--- config.mk ---
export PLATFORM = sky130hd
export DESIGN_NAME = alu_sequencer
export DESIGN_NICKNAME = d
export VERILOG_FILES = /design/src/rtl/alu_pkg.sv /design/src/rtl/alu_iter_muldiv.sv /design/src/rtl/alu_sequencer.sv
export SDC_FILE = /design/constraint.sdc
export NUM_CORES = 1
export LEC_CHECK = 0
export CORE_MARGIN = 5
export CORE_UTILIZATION = 45
export CTS_CLUSTER_SIZE = 20
export DETAILED_ROUTE_END_ITERATION = 10
export GPL_TIMING_DRIVEN = 0
export REMOVE_ABC_BUFFERS = 1
export SETUP_SLACK_MARGIN = 0.4
export SLEW_MARGIN = 20
export SYNTH_ARGS = -nofsm -noshare
export SYNTH_HDL_FRONTEND = slang
export SYNTH_SLANG_ARGS = --single-unit
export TNS_END_PERCENT = 10
--- constraint.sdc ---
create_clock -name i_clk -period 11.2 [get_ports i_clk]
set_clock_uncertainty 0.1 [all_clocks]
set_input_delay 2.24 -clock i_clk [delete_from_list [all_inputs] [get_ports i_clk]]
set_output_delay 2.24 -clock i_clk [all_outputs]
set_load 0.1 [all_outputs]
--- src/rtl/alu_pkg.sv ---
// alu_pkg: opcodes, status bit positions, sequencer states and status packing
// shared by alu_sequencer and alu_iter_muldiv.
// Build option ALU_SEQ_DIV_EN selects whether the divider exists.
package alu_pkg;

    localparam logic [3:0] OP_AND = 4'b0000;
    localparam logic [3:0] OP_OR  = 4'b0001;
    localparam logic [3:0] OP_ADD = 4'b0010;
    localparam logic [3:0] OP_MUL = 4'b0011;
    localparam logic [3:0] OP_DIV = 4'b0100;
    localparam logic [3:0] OP_SUB = 4'b0110;
    localparam logic [3:0] OP_SLT = 4'b0111;

    localparam int ST_ZERO  = 7;
    localparam int ST_OVF   = 6;
    localparam int ST_CARRY = 5;
    localparam int ST_NEG   = 4;
    localparam int ST_DIV0  = 2;
    localparam int ST_ILL   = 1;

    typedef enum logic [1:0] {IDLE, ITER, FIX, DONE} state_t;

    // Any error flag suppresses zero/negative/carry; the caller zeroes the data.
    function automatic logic [7:0] mk_status(input logic [31:0] data, input logic ovf,
                                             input logic carry, input logic div0,
                                             input logic ill);
        logic [7:0] s;
        s = '0;
        if (ovf || div0 || ill) begin
            s[ST_OVF]  = ovf;
            s[ST_DIV0] = div0;
            s[ST_ILL]  = ill;
        end else begin
            s[ST_ZERO]  = (data == 32'd0);
            s[ST_CARRY] = carry;
            s[ST_NEG]   = data[31];
        end
        return s;
    endfunction

endpackage

--- src/rtl/alu_iter_muldiv.sv ---
// alu_iter_muldiv: 32-step unsigned shift-add multiplier and restoring divider
// sharing one 64-bit accumulator. Operates on magnitudes; sign fix-up is done
// by the caller. The divide step only exists when ALU_SEQ_DIV_EN is defined.
module alu_iter_muldiv
    import alu_pkg::*;
(
    input  logic        i_clk,
    input  logic        i_rst,
    input  logic        i_start,
    input  logic        i_step,
    input  logic        i_is_div,
    input  logic [31:0] i_a_mag,
    input  logic [31:0] i_b_mag,
    output logic        o_done,
    output logic [63:0] o_acc
);

    logic [63:0] r_acc;
    logic [31:0] r_b;
    logic [4:0]  r_cnt;
    logic [63:0] w_acc_nxt;
    logic [32:0] w_msum;
`ifdef ALU_SEQ_DIV_EN
    logic [32:0] w_rsh;
    logic [33:0] w_dsub;
`else
    logic        w_unused_is_div;
    assign w_unused_is_div = i_is_div;
`endif

    // One iteration: mul adds multiplicand into the high half then shifts right;
    // div shifts the remainder left and keeps the difference if it did not borrow.
    always_comb begin
        w_msum    = {1'b0, r_acc[63:32]} + {1'b0, r_b};
        w_acc_nxt = r_acc[0] ? {w_msum, r_acc[31:1]} : {1'b0, r_acc[63:1]};
`ifdef ALU_SEQ_DIV_EN
        w_rsh  = r_acc[63:31];
        w_dsub = {1'b0, w_rsh} - {2'b00, r_b};
        if (i_is_div)
            w_acc_nxt = w_dsub[33] ? {w_rsh[31:0], r_acc[30:0], 1'b0}
                                   : {w_dsub[31:0], r_acc[30:0], 1'b1};
`endif
    end

    // Load both modes identically (dividend / multiplier in the low half), then step.
    always_ff @(posedge i_clk) begin
        if (i_rst) begin
            r_acc <= '0;
            r_b   <= '0;
            r_cnt <= '0;
        end else if (i_start) begin
            r_acc <= {32'd0, i_a_mag};
            r_b   <= i_b_mag;
            r_cnt <= '0;
        end else if (i_step) begin
            r_acc <= w_acc_nxt;
            r_cnt <= r_cnt + 5'd1;
        end
    end

    assign o_done = i_step && (r_cnt == 5'd31);
    assign o_acc  = r_acc;

endmodule

--- src/rtl/alu_sequencer.sv ---
// alu_sequencer: one-at-a-time ALU with valid/ready request and result ports,
// per-result status byte and a sticky status accumulator.
// Build option ALU_SEQ_DIV_EN enables the divider; without it opcode 0100 is illegal.
module alu_sequencer
    import alu_pkg::*;
#(
    parameter int DATA_W = 32
) (
    input  logic              i_clk,
    input  logic              i_rst,
    input  logic              i_req_valid,
    output logic              o_req_ready,
    input  logic [3:0]        i_req_op,
    input  logic [DATA_W-1:0] i_req_a,
    input  logic [DATA_W-1:0] i_req_b,
    output logic              o_res_valid,
    input  logic              i_res_ready,
    output logic [DATA_W-1:0] o_res_data,
    output logic [7:0]        o_res_status,
    output logic [7:0]        o_sticky_status,
    input  logic              i_status_clr,
    output logic              o_busy
);

    state_t      r_state, w_state_nxt;
    logic        r_neg, r_is_div;
    logic [31:0] r_res_data;
    logic [7:0]  r_res_status, r_sticky;

    logic        w_accept, w_hs, w_is_mul, w_is_div, w_div0, w_ill;
    logic        w_start, w_done, w_load;
    logic [31:0] w_a_mag, w_b_mag, w_beff, w_sc_data, w_fx_data, w_ld_data;
    logic [32:0] w_usum, w_ssum;
    logic        w_sub, w_sc_ovf, w_sc_carry, w_fx_ovf;
    logic [63:0] w_acc, w_prod;
    logic [7:0]  w_ld_status;

    assign w_accept = i_req_valid && o_req_ready;
    assign w_hs     = (r_state == DONE) && i_res_ready;
    assign w_a_mag  = i_req_a[31] ? -i_req_a : i_req_a;
    assign w_b_mag  = i_req_b[31] ? -i_req_b : i_req_b;

    // Opcode decode; div falls into the illegal bucket when the divider is absent.
    always_comb begin
        w_is_mul = (i_req_op == OP_MUL);
        w_is_div = 1'b0;
        w_ill    = 1'b0;
        case (i_req_op)
            OP_ADD, OP_SUB, OP_AND, OP_OR, OP_SLT, OP_MUL: w_ill = 1'b0;
`ifdef ALU_SEQ_DIV_EN
            OP_DIV: w_is_div = 1'b1;
`endif
            default: w_ill = 1'b1;
        endcase
        w_div0 = w_is_div && (i_req_b == 32'd0);
    end

    // Single-cycle datapath; sub is a + ~b + 1 so carry=1 means no borrow.
    always_comb begin
        w_sub      = (i_req_op == OP_SUB);
        w_beff     = w_sub ? ~i_req_b : i_req_b;
        w_usum     = {1'b0, i_req_a} + {1'b0, w_beff} + {32'd0, w_sub};
        w_ssum     = {i_req_a[31], i_req_a} + {w_beff[31], w_beff} + {32'd0, w_sub};
        w_sc_data  = '0;
        w_sc_ovf   = 1'b0;
        w_sc_carry = 1'b0;
        case (i_req_op)
            OP_ADD, OP_SUB: begin
                w_sc_data  = w_usum[31:0];
                w_sc_ovf   = w_ssum[32] ^ w_ssum[31];
                w_sc_carry = w_usum[32];
            end
            OP_AND:  w_sc_data = i_req_a & i_req_b;
            OP_OR:   w_sc_data = i_req_a | i_req_b;
            OP_SLT:  w_sc_data = {31'd0, $signed(i_req_a) < $signed(i_req_b)};
            default: w_sc_data = '0;
        endcase
    end

    // Sign fix-up of the iterative result and its overflow check.
    always_comb begin
        w_prod    = r_neg ? (64'd0 - w_acc) : w_acc;
        w_fx_data = w_prod[31:0];
        w_fx_ovf  = (w_prod[63:31] != {33{w_prod[31]}});
`ifdef ALU_SEQ_DIV_EN
        if (r_is_div) begin
            // Only a positive 2^31 quotient (-2^31 / -1) is unrepresentable.
            w_fx_data = r_neg ? -w_acc[31:0] : w_acc[31:0];
            w_fx_ovf  = !r_neg && w_acc[31];
        end
`endif
    end

    // Next state, handshake outputs and result-register load selection.
    always_comb begin
        w_state_nxt = r_state;
        o_req_ready = 1'b0;
        o_busy      = 1'b1;
        w_start     = 1'b0;
        w_load      = 1'b0;
        w_ld_data   = '0;
        w_ld_status = '0;
        case (r_state)
            IDLE: begin
                o_req_ready = 1'b1;
                o_busy      = 1'b0;
                if (w_accept) begin
                    if ((w_is_mul || w_is_div) && !w_div0) begin
                        w_state_nxt = ITER;
                        w_start     = 1'b1;
                    end else begin
                        w_state_nxt = DONE;
                        w_load      = 1'b1;
                        w_ld_status = mk_status(w_sc_data, w_sc_ovf, w_sc_carry, w_div0, w_ill);
                        w_ld_data   = (w_sc_ovf || w_div0 || w_ill) ? 32'd0 : w_sc_data;
                    end
                end
            end
            ITER: if (w_done) w_state_nxt = FIX;
            FIX: begin
                w_state_nxt = DONE;
                w_load      = 1'b1;
                w_ld_status = mk_status(w_fx_data, w_fx_ovf, 1'b0, 1'b0, 1'b0);
                w_ld_data   = w_fx_ovf ? 32'd0 : w_fx_data;
            end
            DONE: if (i_res_ready) w_state_nxt = IDLE;
            default: w_state_nxt = IDLE;
        endcase
    end

    // State register.
    always_ff @(posedge i_clk) begin
        if (i_rst) r_state <= IDLE;
        else       r_state <= w_state_nxt;
    end

    // Result registers and the sign/mode captured at accept for the fix-up.
    always_ff @(posedge i_clk) begin
        if (i_rst) begin
            r_res_data   <= '0;
            r_res_status <= '0;
            r_neg        <= 1'b0;
            r_is_div     <= 1'b0;
        end else begin
            if (w_load) begin
                r_res_data   <= w_ld_data;
                r_res_status <= w_ld_status;
            end
            if (w_start) begin
                r_neg    <= i_req_a[31] ^ i_req_b[31];
                r_is_div <= w_is_div;
            end
        end
    end

    // Sticky flags: clear applies first so a same-cycle delivery survives it.
    always_ff @(posedge i_clk) begin
        if (i_rst) r_sticky <= '0;
        else       r_sticky <= (i_status_clr ? 8'd0 : r_sticky) | (w_hs ? r_res_status : 8'd0);
    end

    alu_iter_muldiv u_iter (
        .i_clk   (i_clk),
        .i_rst   (i_rst),
        .i_start (w_start),
        .i_step  (r_state == ITER),
        .i_is_div(r_is_div),
        .i_a_mag (w_a_mag),
        .i_b_mag (w_b_mag),
        .o_done  (w_done),
        .o_acc   (w_acc)
    );

    assign o_res_valid     = (r_state == DONE);
    assign o_res_data      = r_res_data;
    assign o_res_status    = r_res_status;
    assign o_sticky_status = r_sticky;

endmodule

==> key figures <==
Outcome
  • Status: completed

Timing
  • Min Clock Period, post-route: between 7000 and 8000 ps
  • Worst-Margin Slew: about 1100 ps
  • Slew Limit Fails: 0
  • Setup TNS: 0 ps
  • Fin. Hold Viols: 0
  • Worst Hold Margin: roughly 360 ps
  • RSZ-0062 raised after global routing: no
  • Slack of the critical path: around 3300 ps
  • Slew HR: a little over a quarter
  • # setup viols final: 0
  • FMAX: ~130 MHz
  • Final Cycle Share: ~70%

Floorplanning
  • Core area: around 0.035 sq mm
  • I/O pins: between 100 and 150
  • Die width: slightly below 200 um
  • Die area: between 0.03 and 0.04 sq mm
  • FP Rows: 69
  • Die height: around 200 um
  • Starting Density: a little under half

Critical path
  • Worst setup EP type: flop
  • Crit path launch: i_req_op[1]
  • Reg2reg start: u_iter.o_acc[0]$_SDFFE_PP0P_
  • Setup CP Type: in -> reg
  • Cells along the critical path: clkdlybuf4s50_1 -> nor4bb_4 -> buf_4 -> buf_6 -> xnor2_1 -> ha_1 -> and3_1 -> a221o_1 -> a221o_1 -> xnor2_1 -> o22ai_1 -> a2111oi_0 -> nand4_1 -> or4_1 -> nor4_1 -> nand2_1 -> nand3_1
  • CP Launch Type: primary input
  • CP Data Arrival Time: 8160 ps
  • Worst reg2reg setup slack: 4950 ps
  • CP max-delay cell: clkdlybuf4s50_1
  • R2r endpoint: o_res_data[11]$_SDFFE_PP0P_
  • CP required: 11,480 ps
  • Path depth of the worst reg2reg path: 14
  • Slowest stage delay, CP: 780 ps
  • Max FO, Critical Path: 10
  • Worst Setup EP: o_res_status[7]$_SDFFE_PP0P_

Pwr
  • Internal power: 1454 uW
  • Clock power share: between 20% and 30%
  • Switching Power: approximately 1300 uW
  • Sw Ratio: approximately 47%
  • Sequential power share: 25.9%
  • P_leak: ~0.0070 uW
  • Worst VDD drop: approximately 0.13 mV
  • Pwr/cell area: between 150 and 200 mW/mm^2
  • Logic pwr share: a little over half

Global routing
  • Grt ovf: 0
  • Gr usage total: around 28%
  • Initial antenna violation count: 0
  • Pin count of the biggest net entering global routing: 72
  • Number of global-route vias before repair: between 15,000 and 20,000
  • First-pass GRT wire length: a little under 90,000 um

Clock network
  • Clock sink total: between 100 and 150
  • Clock transition at path regs: roughly 60 ps
  • Root buf cell: clkbuf_16
  • Resize count post-CTS: 0
  • Clk_lat worst skew: about 430 ps
  • Clock tree buffer depth: 2
  • H-tree Lvls: 4
  • Post-CTS setup repair buffer count: 0
  • CTS tree: built
  • # hold bufs at CTS: 0
  • CTS Buf Count: 17

Cells and area
  • Nets: between 2,000 and 2,500
  • Commonest non-fill, non-tap cell in the layout: nor2_1
  • ANT cells: 0
  • Area Overhead vs Synth: 13.04%
  • Finished Layout Cells: between 2,000 and 3,000
  • Most frequent cells in the layout: nor2_1, ha_1, xnor2_1, dfxtp_1, nand2_1
  • Layout cells sized above 1: approximately 6%

Synth
  • Share of the synthesized area in the top cell type: around 18%
  • Async set-reset flop share out of synthesis: 0%
  • Syn. warnings: 0
  • Yosys top cell by area: dfxtp_1
  • Main synth FF type: dfxtp_1
  • Distinct cells, synth: between 80 and 90
  • #FFs+latches synth: approximately 150
  • Seq/Total Area, Yosys: between 15 and 20%
  • Cells after Synth: between 2,000 and 2,500
  • Synthesized area: between 0.015 and 0.02 sq mm
  • Syn Area/Cell: 7.543 sq um
  • Synth area leaders: dfxtp_1, ha_1, xnor2_1, nor2_1, a211oi_1
  • Number of synthesized flops with an enable pin: 0

Drt
  • DRT antenna net count: 0
  • DRT Wirelength: roughly 56,000 um
  • Vias: between 15,000 and 20,000
  • Routed len/inst: approximately 21 um
  • Initial DRC count: 1,239
  • Drt drc: 0
  • Post-DR vias/cell: approximately 6
  • First-pass detailed-route iteration total: 5

Placed design
  • Hpwl dp: around 44,000 um
  • PortBufs: 117
  • Post-Place Worst Slack: around 2900 ps
  • Gpl congestion: 0.9455
  • Placed Cells: between 2,000 and 3,000

Hold path
  • Hold Path Class: reg -> reg

Run
  • Number of max-cap violations: 0
[worst max-delay path: cells and delay by family]
family                   cells  cell delay [ps]
AO/OA/AOI/OAI                4             1720
XOR/XNOR                     2              330
adder cells (fa/ha/maj)      1              310
buffers and inverters        3             1320
AND/OR/NAND/NOR              7             2240
[synth_stat cells (51+ instances only)]
master,number
ha_1,174
inv_1,118
nor2_1,208
nand2_1,139
a211oi_1,95
mux2i_1,51
clkbuf_1,108
dfxtp_1,145
a21oi_1,138
o21ai_0,114
nor3_1,64
xnor2_1,145
[state kept, by name (all words and copies together), names as in the netlist]
name             cells
u_iter.r_cnt         5
o_res_data          31
o_res_status         5
u_iter.r_b          32
r_state              2
r_neg                1
u_iter.o_acc        64
o_sticky_status      5
[routing by layer]
metal | share of wire [%] | track usage, % | vias up
met1 | 46 | 38.86 | 7609
met3 | 4.4 | 2.331 | 75
met4 | 3.1 | 9.156 | 0
met5 | 0 | 0 | -
li1 | - | - | 7803
met2 | 46 | 44.66 | 492
[power groups by stage]
stage	Combinational [uW]	Sequential, uW	Clock [uW]
3_3_place_gp	1410	719	0
3_5_place_dp	1420	720	0
5_1_grt	1570	725	635
6_report	1440	715	604
4_1_cts	1420	709	612
2_1_floorplan	989	703	0
[final cells by class]
type / instances / area (sq um)
fillers: 3483 / 17270
clock buffers: 20 / 466.7
clock inverters: 11 / 152.6
multi-input cells: 1715 / 12050
well taps: 461 / 576.8
flip-flops and latches: 145 / 2908
repair buffers: 143 / 1445
inverters: 119 / 446.7
[how the worst min path moves through the flow]
stage	startpoint	endpoint	slack, ps	depth (start not counted)
after global placement	u_iter.r_b[0]$_SDFFE_PP0P_	u_iter.r_b[0]$_SDFFE_PP0P_	350	2
after global routing	o_res_status[5]$_SDFFE_PP0P_	o_res_status[5]$_SDFFE_PP0P_	410	2
final	u_iter.r_b[0]$_SDFFE_PP0P_	u_iter.r_b[0]$_SDFFE_PP0P_	360	2
after detailed placement	u_iter.r_b[0]$_SDFFE_PP0P_	u_iter.r_b[0]$_SDFFE_PP0P_	360	2
after floorplan	u_iter.r_b[0]$_SDFFE_PP0P_	u_iter.r_b[0]$_SDFFE_PP0P_	330	2
after CTS	u_iter.r_b[0]$_SDFFE_PP0P_	u_iter.r_b[0]$_SDFFE_PP0P_	360	2
[per-stage QoR]
step                      util [%]  cell area, sq um  power, uW
final                        51.10             18040       2759
after detailed placement     49.36             17430       2136
after floorplan                  -             15340       1693
after global placement       48.40             17090       2125
after global routing         51.10             18040       2932
after CTS                    51.11             18050       2746
[cells by family (layout without fill, tap and decap cells)]
kind of cell,Yosys count,count (layout),synth area share (%)
AOI/OAI and AO/OA,640,640,27.25
xor gates and xnor gates,195,195,10.70
adders and majority gates,176,176,13.89
buffers and inverters,261,293,6.789
DFF,145,145,18.19
muxes,52,52,3.269
other,1,6,0.02350
and+or+nand+nor,646,646,19.89
(Power assumes the default switching activity.)
